### src/rtl/result_writer_nn.sv
// result_writer_nn: saturating pairwise reduction of MAC lanes, FIFO-buffered write-back to output BRAM.
module result_writer_nn #(
  parameter int ACC_W      = 16,
  parameter int N          = 4,
  parameter int N_MACS     = 4,
  parameter int MEM_DEPTH  = 256,
  parameter int BASE_ADDR  = 0,
  parameter int FIFO_DEPTH = 4
) (
  input  logic                                    clk,
  input  logic                                    rst,
  input  logic                                    start,
  input  logic [ACC_W-1:0]                        acc_in_0,
  input  logic [ACC_W-1:0]                        acc_in_1,
  input  logic [ACC_W-1:0]                        acc_in_2,
  input  logic [ACC_W-1:0]                        acc_in_3,
  input  logic [N_MACS-1:0]                       valid_in,
  input  logic [((N/2 > 1) ? $clog2(N/2) : 1)-1:0] row_tile_in,
  output logic [$clog2(MEM_DEPTH)-1:0]            out_bram_addr,
  output logic                                    out_bram_en,
  output logic                                    out_bram_we,
  output logic [ACC_W-1:0]                        out_bram_din,
  output logic                                    busy,
  output logic                                    done,
  output logic                                    overflow,
  output logic                                    lane_err
);
  localparam int AW = $clog2(MEM_DEPTH);
  localparam int PW = (FIFO_DEPTH > 2) ? $clog2(FIFO_DEPTH) : 1;
  localparam int CW = $clog2(FIFO_DEPTH + 1);
  localparam logic [CW-1:0] LIM = CW'(FIFO_DEPTH - 2);
  typedef enum logic [1:0] {IDLE, RUN, DONE} state_t;
  state_t st, nxt;
  logic [AW-1:0] fa [FIFO_DEPTH];
  logic [ACC_W-1:0] fd [FIFO_DEPTH];
  logic [PW-1:0] wp, rp;
  logic [CW-1:0] cnt;
  logic [15:0] tally;
  logic complete, pop, cap, accept, drop, partial;
  logic [AW-1:0] ea;
  logic [ACC_W-1:0] y0, y1;
  function automatic logic [ACC_W-1:0] sat(input logic [ACC_W-1:0] a, input logic [ACC_W-1:0] b);
    logic [ACC_W:0] s;
    s = {a[ACC_W-1], a} + {b[ACC_W-1], b};
    return (s[ACC_W] != s[ACC_W-1]) ? {s[ACC_W], {(ACC_W-1){~s[ACC_W]}}} : s[ACC_W-1:0];
  endfunction
  always_comb begin
    complete = (tally >= 16'(N)) && (cnt == '0);
    pop      = (st == RUN) && (cnt != '0);
    cap      = (st == RUN) && !complete && (valid_in == '1);
    partial  = (st == RUN) && (valid_in != '0) && (valid_in != '1);
    // room is judged after this cycle's pop; a tile needs two slots
    accept   = cap && ((cnt - CW'(pop)) <= LIM);
    drop     = cap && !accept;
    ea       = AW'(BASE_ADDR) + AW'({row_tile_in, 1'b0});
    y0       = sat(acc_in_0, acc_in_1);
    y1       = sat(acc_in_2, acc_in_3);
    nxt      = (st == IDLE && start) ? RUN :
               (st == RUN && complete) ? DONE :
               (st == DONE) ? IDLE : st;
    busy     = (st == RUN);
    done     = (st == DONE);
  end
  always_ff @(posedge clk) begin
    if (!rst) begin
      st            <= IDLE;
      wp            <= '0;
      rp            <= '0;
      cnt           <= '0;
      tally         <= '0;
      overflow      <= 1'b0;
      lane_err      <= 1'b0;
      out_bram_en   <= 1'b0;
      out_bram_we   <= 1'b0;
      out_bram_addr <= '0;
      out_bram_din  <= '0;
    end else begin
      st          <= nxt;
      out_bram_en <= pop;
      out_bram_we <= pop;
      if (pop) begin
        out_bram_addr <= fa[rp];
        out_bram_din  <= fd[rp];
        rp            <= (rp == PW'(FIFO_DEPTH - 1)) ? '0 : rp + PW'(1);
      end
      // pairs always land on even slots, so wrapping by two stays aligned
      if (accept) wp <= (wp == PW'(FIFO_DEPTH - 2)) ? '0 : wp + PW'(2);
      cnt <= cnt + (accept ? CW'(2) : '0) - CW'(pop);
      if (st == IDLE && start) begin
        tally    <= '0;
        overflow <= 1'b0;
        lane_err <= 1'b0;
      end else begin
        tally    <= tally + 16'(pop) + (drop ? 16'd2 : 16'd0);
        overflow <= overflow | drop;
        lane_err <= lane_err | partial;
      end
    end
  end
  always_ff @(posedge clk) begin
    if (accept) begin
      fa[wp]          <= ea;
      fd[wp]          <= y0;
      fa[wp + PW'(1)] <= ea + AW'(1);
      fd[wp + PW'(1)] <= y1;
    end
  end
endmodule

### config.mk
export PLATFORM = sky130hd
export DESIGN_NAME = result_writer_nn
export DESIGN_NICKNAME = d
export VERILOG_FILES = /design/src/rtl/result_writer_nn.sv
export SDC_FILE = /design/constraint.sdc
export NUM_CORES = 1
export LEC_CHECK = 0
export BUFFER_PORTS_ARGS = -buffer_cell sky130_fd_sc_hd__buf_2
export CORE_ASPECT_RATIO = 0.8
export CORE_UTILIZATION = 30
export CTS_CLUSTER_DIAMETER = 120
export DETAILED_ROUTE_END_ITERATION = 6
export PLACE_DENSITY = 0.52
export SYNTH_ARGS = -nofsm -noshare
export SYNTH_HDL_FRONTEND = slang
export SYNTH_SLANG_ARGS = --single-unit
### constraint.sdc
create_clock -name clk -period 4.5 [get_ports clk]
set_input_delay 0.225 -clock clk [delete_from_list [all_inputs] [get_ports clk]]
set_output_delay 0.225 -clock clk [all_outputs]
set_load 0.02 [all_outputs]
# Yosys cells after proc, flatten, opt, wreduce, memory -nomap -nowiden
# Memories as Yosys holds them, arrays and structs flattened. A register that Yosys moved wholly into a read port is not among the register bits.
# Index checks and enable logic that the tools add are counted.
# classes
n_addsub	11
n_lt_le_gt_ge	2
eq_ne	8
muxes	11
bitwise	5
reduce_logical	21
# op_table
cell	n
$add A16 B16 Y17	2
$mux W16	2
$add A16 B1 Y16	1
$add A16 B2 Y16	1
$ge A16 B3 Y1 const B	1
$mux W2	6
$logic_and A1 B1 Y1	10
$eq A2 B2 Y1 const B	3
$reduce_bool A3 Y1	2
$sub A3 B1 Y3	2
$add A2 B1 Y2 const B	2
$eq A4 B4 Y1 const B	1
$logic_not A1 Y1	4
$ne A4 B4 Y1 const B	1
$reduce_bool A4 Y1	1
$add A2 B1 Y3 const B	1
$add A3 B2 Y3	1
$le A3 B2 Y1 const B	1
$logic_not A3 Y1	1
$mux W1	3
$not A1 Y1	3
$add A2 B2 Y2 const B	1
$eq A2 B1 Y1 const B	1
$logic_not A2 Y1	1
4 further kinds	6
# word_totals
regBits	36
ram_bits	76
wordCells	70
memories	2
# mem_list
memory	words	width	rd	rd_ports_with_merged_regs	wr	line	rtl
fd	4	16	1	1	2	35	logic [ACC_W-1:0] fd [FIFO_DEPTH];
fa	4	3	1	1	2	34	logic [AW-1:0] fa [FIFO_DEPTH];

# Logic depth before layout (Yosys ltp)
# logic_depth
ltp_word	10
ltp_mapped	18
ltp_nobuf	17

# Worst setup path before layout
# No wires, ideal clock.
# synth_path
kind	reg-to-reg
from	register st[1]
to	register tally[15]
setup_ns	0.134
arrival_time_ns	3.710
t_required_ns	4.366
setup_slack_ns	0.655
path_stages_with_launch	18
n_path_buf	1
cell_sequence	dfxtp_1 -> nand2b_1 -> inv_1 -> nand2b_1 -> inv_1 -> clkbuf_1 -> ha_1 -> ha_1 -> o21ai_0 -> nor4b_1 -> ha_1 -> a21oi_1 -> nor2_1 -> and2_1 -> and4_1 -> nand3_1 -> xor2_1 -> nor2_1
# synth_between
elab_chain_len	9
elab_cells_between_ends	15
# synth_lines
item	line	rtl
start: declaration	33	state_t st, nxt;
start signal: assignment	78	st <= nxt;
$eq A2 B1 Y1 *	--	
named net busy	23	output logic busy,
$logic_and A1 B1 Y1 *	49	pop = (st == RUN) && (cnt != '0);
named net pop	39	logic complete, pop, cap, accept, drop, partial;
$sub A3 B1 Y3	53	accept = cap && ((cnt - CW'(pop)) <= LIM);
$le A3 B2 Y1	53	
$logic_and A1 B1 Y1	53	
$logic_not A1 Y1	54	drop = cap && !accept;
$logic_and A1 B1 Y1	54	
$mux W2	94	tally <= tally + 16'(pop) + (drop ? 16'd2 : 16'd0);
$add A16 B2 Y16 *	94	
end signal: assignment	94	
end: declaration	38	logic [15:0] tally;
# The timed path passes the listed nets; every way through them passes the cells marked *.
# A chain may end at the register's enable or synchronous reset.

# Final worst setup path
# layout_path
from	register st[1]
to	register tally[15]
# layout_between
elab_chain_len	9
elab_cells_between_ends	15
# layout_lines
item	line
$eq A2 B1 Y1	49, 50
$logic_and A1 B1 Y1	49
$sub A3 B1 Y3	53
$le A3 B2 Y1	53
$logic_and A1 B1 Y1	53
$logic_not A1 Y1	54
$logic_and A1 B1 Y1	54
$mux W2	94
$add A16 B2 Y16	94
# Parallel ways exist; a longest one is shown, timed or not.

==> summary.md <==
| Metric | Value |
|---|---|
| Sw Ratio | `0.2896` |
| Endpoints failing hold | `0` |
| DR pass1 iterations | `5` |
| Post-Syn Area | `around 6900 sq um` |
| Global-route wire length before repair | `between 20000 and 30000 microns` |
| Top cells by count, synth | `72 x nor2_1, 68 x edfxtp_1, 63 x nand2_1` |
| Internal power | `between 2 and 2.5 mW` |
| Yosys reg bits | `117` |
| Starting density of the core | `0.3063` |
| Number of global-route vias before repair | `5103` |
| Setup violations, final | `0` |
| Clk pwr share | `0.366` |
| Synthesized instance count | `just under 700` |
| DRT iter0 DRCs | `between 300 and 400` |
| Seq/Total Area, Yosys | `0.4374` |
| Die height | `~140 microns` |
| Pin count of the biggest net entering global routing | `31` |
| GRT Total Usage | `0.1492` |
| Initial antenna violation count | `0` |
| Die W | `171.7 microns` |
| Worst Hold Class | `input port to flop` |
| Final core utilization | `0.3638` |
| CTS max path bufs | `2` |
| CTS tree | `yes` |
| Max FO, Critical Path | `4` |
| Pleak | `between 3 and 4 nW` |
| Clock Skews | `about 0.0085 ns` |
| Overall power | `around 3.3 mW` |
| Post-synth EDFFs | `approximately 70` |
| Setup WS post-layout | `around 0.68 ns` |
| Pre-CTS setup slack | `~0.72 ns` |
| Worst-path clk slew | `about 0.050 ns` |
| Post-cts resize count | `0` |
| PwrDens | `roughly 400 nW/um^2` |
| Post-route ant nets | `0` |
| Max-slew violation count | `0` |
| Max-slew headroom | `0.2426` |
| Max VDD drop | `0.2068 mV` |
| Post-Synth Simple-Gate Area | `0.1787` |
| Sequential share of power | `0.381` |
| RSZ-0062 raised after global routing | `false` |
| CTS sink count | `between 100 and 150` |
| Port buffer count | `95` |
| Cell Area, Placed | `7682 sq um` |
| Worst setup EP type | `flop` |
| Clock Latency Late Sink | `~0.4 ns` |
| Most numerous cell in the Yosys netlist | `nor2_1` |
| Crit path DAT | `4.11 ns` |
| Actual slew at the worst max-slew pin | `about 1.1 ns` |
| CTS Hold Bufs | `0` |
| CTS H-tree depth | `4` |
| Layout area overhead | `18.78%` |
| CP Data Required Time | `between 4 and 5 ns` |
| Synthesized area per cell | `just over 10 sq um` |
| P_sw | `941.3 uW` |
| Hold Crit Depth | `2` |
| Total gr overflow | `0` |
| Largest cells by area after synthesis | `edfxtp_1 30%, dfxtp_1 14%, ha_1 7.2%` |
| Warnings from Yosys | `0` |
| Synth Area in XOR/XNOR | `0.03929` |
| Full die area | `around 24000 sq um` |
| Cell variety after synth | `between 60 and 70` |
| Main combinational cell family by area after synthesis | `simple AND/OR/NAND/NOR gates` |
| Fin nets | `893` |
| Design area | `8208 sq um` |
| Post-layout min period | `3.820 ns` |
| Vias | `approximately 5300` |
| WL final | `around 17000 microns` |
| Ys async rst share | `0` |
| Yosys top cell area share | `0.2955` |
| Via density | `4.825` |
| Worst Path Class, Setup | `flop to flop` |
| Setup crit start kind | `flop` |
| Core ar. | `roughly 23000 sq um` |
| Clock Tree Root | `clkbuf_16` |
| R2R setup slack | `between 0.6 and 0.7 ns` |
| Fill count | `approximately 2400` |
| Crit share post-route | `0.8489` |
| HPWL Detailed | `12290 microns` |
| I/O pin total | `between 100 and 150` |
| Cells on worst reg2reg path | `16` |
| Max Cap Viol | `0` |
| CTS Buf Count | `17` |
| Compound-Gate Fraction of Synth Area | `0.1622` |
| F_max | `261.8 MHz` |
| WL/cell | `between 15 and 20 microns` |
| Top_reg_cell synth | `edfxtp_1` |
| Post-route setup TNS | `0 ns` |
| ANT cells | `0` |
| Share of layout cells above drive strength 1 | `0.1985` |
| Mux cell area share after synthesis | `0.06464` |
| Post-CTS setup buffers | `0` |
| Combinational share of power | `0.254` |
| Adder-cell share of the synthesized area | `0.08112` |
| Row Count | `49` |
| GPL Wtd Cong | `just under 0.8` |
| Drt drc | `0` |
| Yosys top cell by area | `edfxtp_1` |
| Status | `complete, no violations` |
[metrics by stage]
| stage | std cells | hold WS, ns |
|---|---|---|
| floorplan | 689 | 0.4051 |
| global placement | 1065 | 0.4168 |
| detailed placement | 1065 | 0.4246 |
| CTS | 1097 | 0.1157 |
| global route | 1097 | 0.1441 |
| finish | 1097 | 0.1494 |
[final timing paths]
| check | end | from |
|---|---|---|
| min | fa[0][1] | row_tile_in |
| max | tally[15] | st[1] |
| min reg2reg | fa[1][0] | fa[1][0] |
| max reg2reg | tally[15] | st[1] |
[state kept, by name, indices dropped and copies added (netlist names), 2 cells and up]
signal	flops
cnt	3
tally	16
fa	8
st	2
fd	64
out_bram_addr	2
rp	2
out_bram_din	16
[layout by cell type (no fill, tap or decap), types with 6 or more instances in the layout]
cell type  count
clkbuf_1       6
a22o_1         6
a21o_1         9
xor2_1        13
o22ai_1       20
conb_1         6
and2_1        14
a21boi_0      20
nand2_1       63
inv_1         19
edfxtp_1      68
and3_1        10
buf_2         95
dfxtp_1       49
buf_4          8
a31oi_1        7
a211oi_1       9
nor2b_1       14
nand2b_1      16
nor3_1        18
a21oi_1       34
clkbuf_16     17
nand3_1       15
xnor2_1       18
o21ai_0       19
nor2_1        72
mux4_2        18
ha_1          40
[area by class of cell]
cell class	instances	area [sq um]	area share
multi-input cells	518	3657	0.4456
clock buffers	27	503.0	0.06128
well taps	306	382.9	0.04665
flip-flops and latches	117	3023	0.3683
clock inverters	5	22.52	0.002744
inverters	21	83.83	0.01021
repair buffers	103	535.5	0.06524
[metal layers]
metal / track usage / share of wire / vias to the layer above / wire, microns
met5: 0 / 0 / - / 0
met4: 0.05060 / 0.0083 / 0 / 138
met3: 0.02614 / 0.039 / 12 / 656
met2: 0.2200 / 0.42 / 120 / 6927
met1: 0.2175 / 0.54 / 2441 / 8947
li1: - / - / 2720 / -
[kinds of logic (layout without fill, tap and decap cells)]
logic type | count (synthesis) | after routing
compound gates | 166 | 166
buf+inv | 54 | 156
xor+xnor | 31 | 31
simple gates | 250 | 250
mux | 22 | 22
flops | 117 | 117
other cells | 1 | 6
fa+ha+maj | 43 | 43
[critical path, cell delays in order, from the launching register on]
cell and delay (ns):
dfxtp_1 0.35, nand2b_1 0.22, inv_1 0.12, nand2b_1 0.10, inv_1 0.06, ha_1 0.18
ha_1 0.26, o21ai_0 0.34, nor4b_1 0.70, ha_1 0.36, a21oi_1 0.18, nor2_1 0.10
and2_1 0.20, and4_1 0.23, nand3_1 0.10, xor2_1 0.15, nor2_1 0.05
[power groups by stage]
stage,Sequential [mW],Clock [mW],Combinational (mW)
final,1.24,1.19,0.824
after floorplan,1.28,0,0.573
after detailed placement,1.26,0,0.828
after global placement,1.26,0,0.822
after CTS,1.24,1.21,0.832
after global routing,1.24,1.26,0.925
Note: power is estimated with default switching activity, not from simulation.
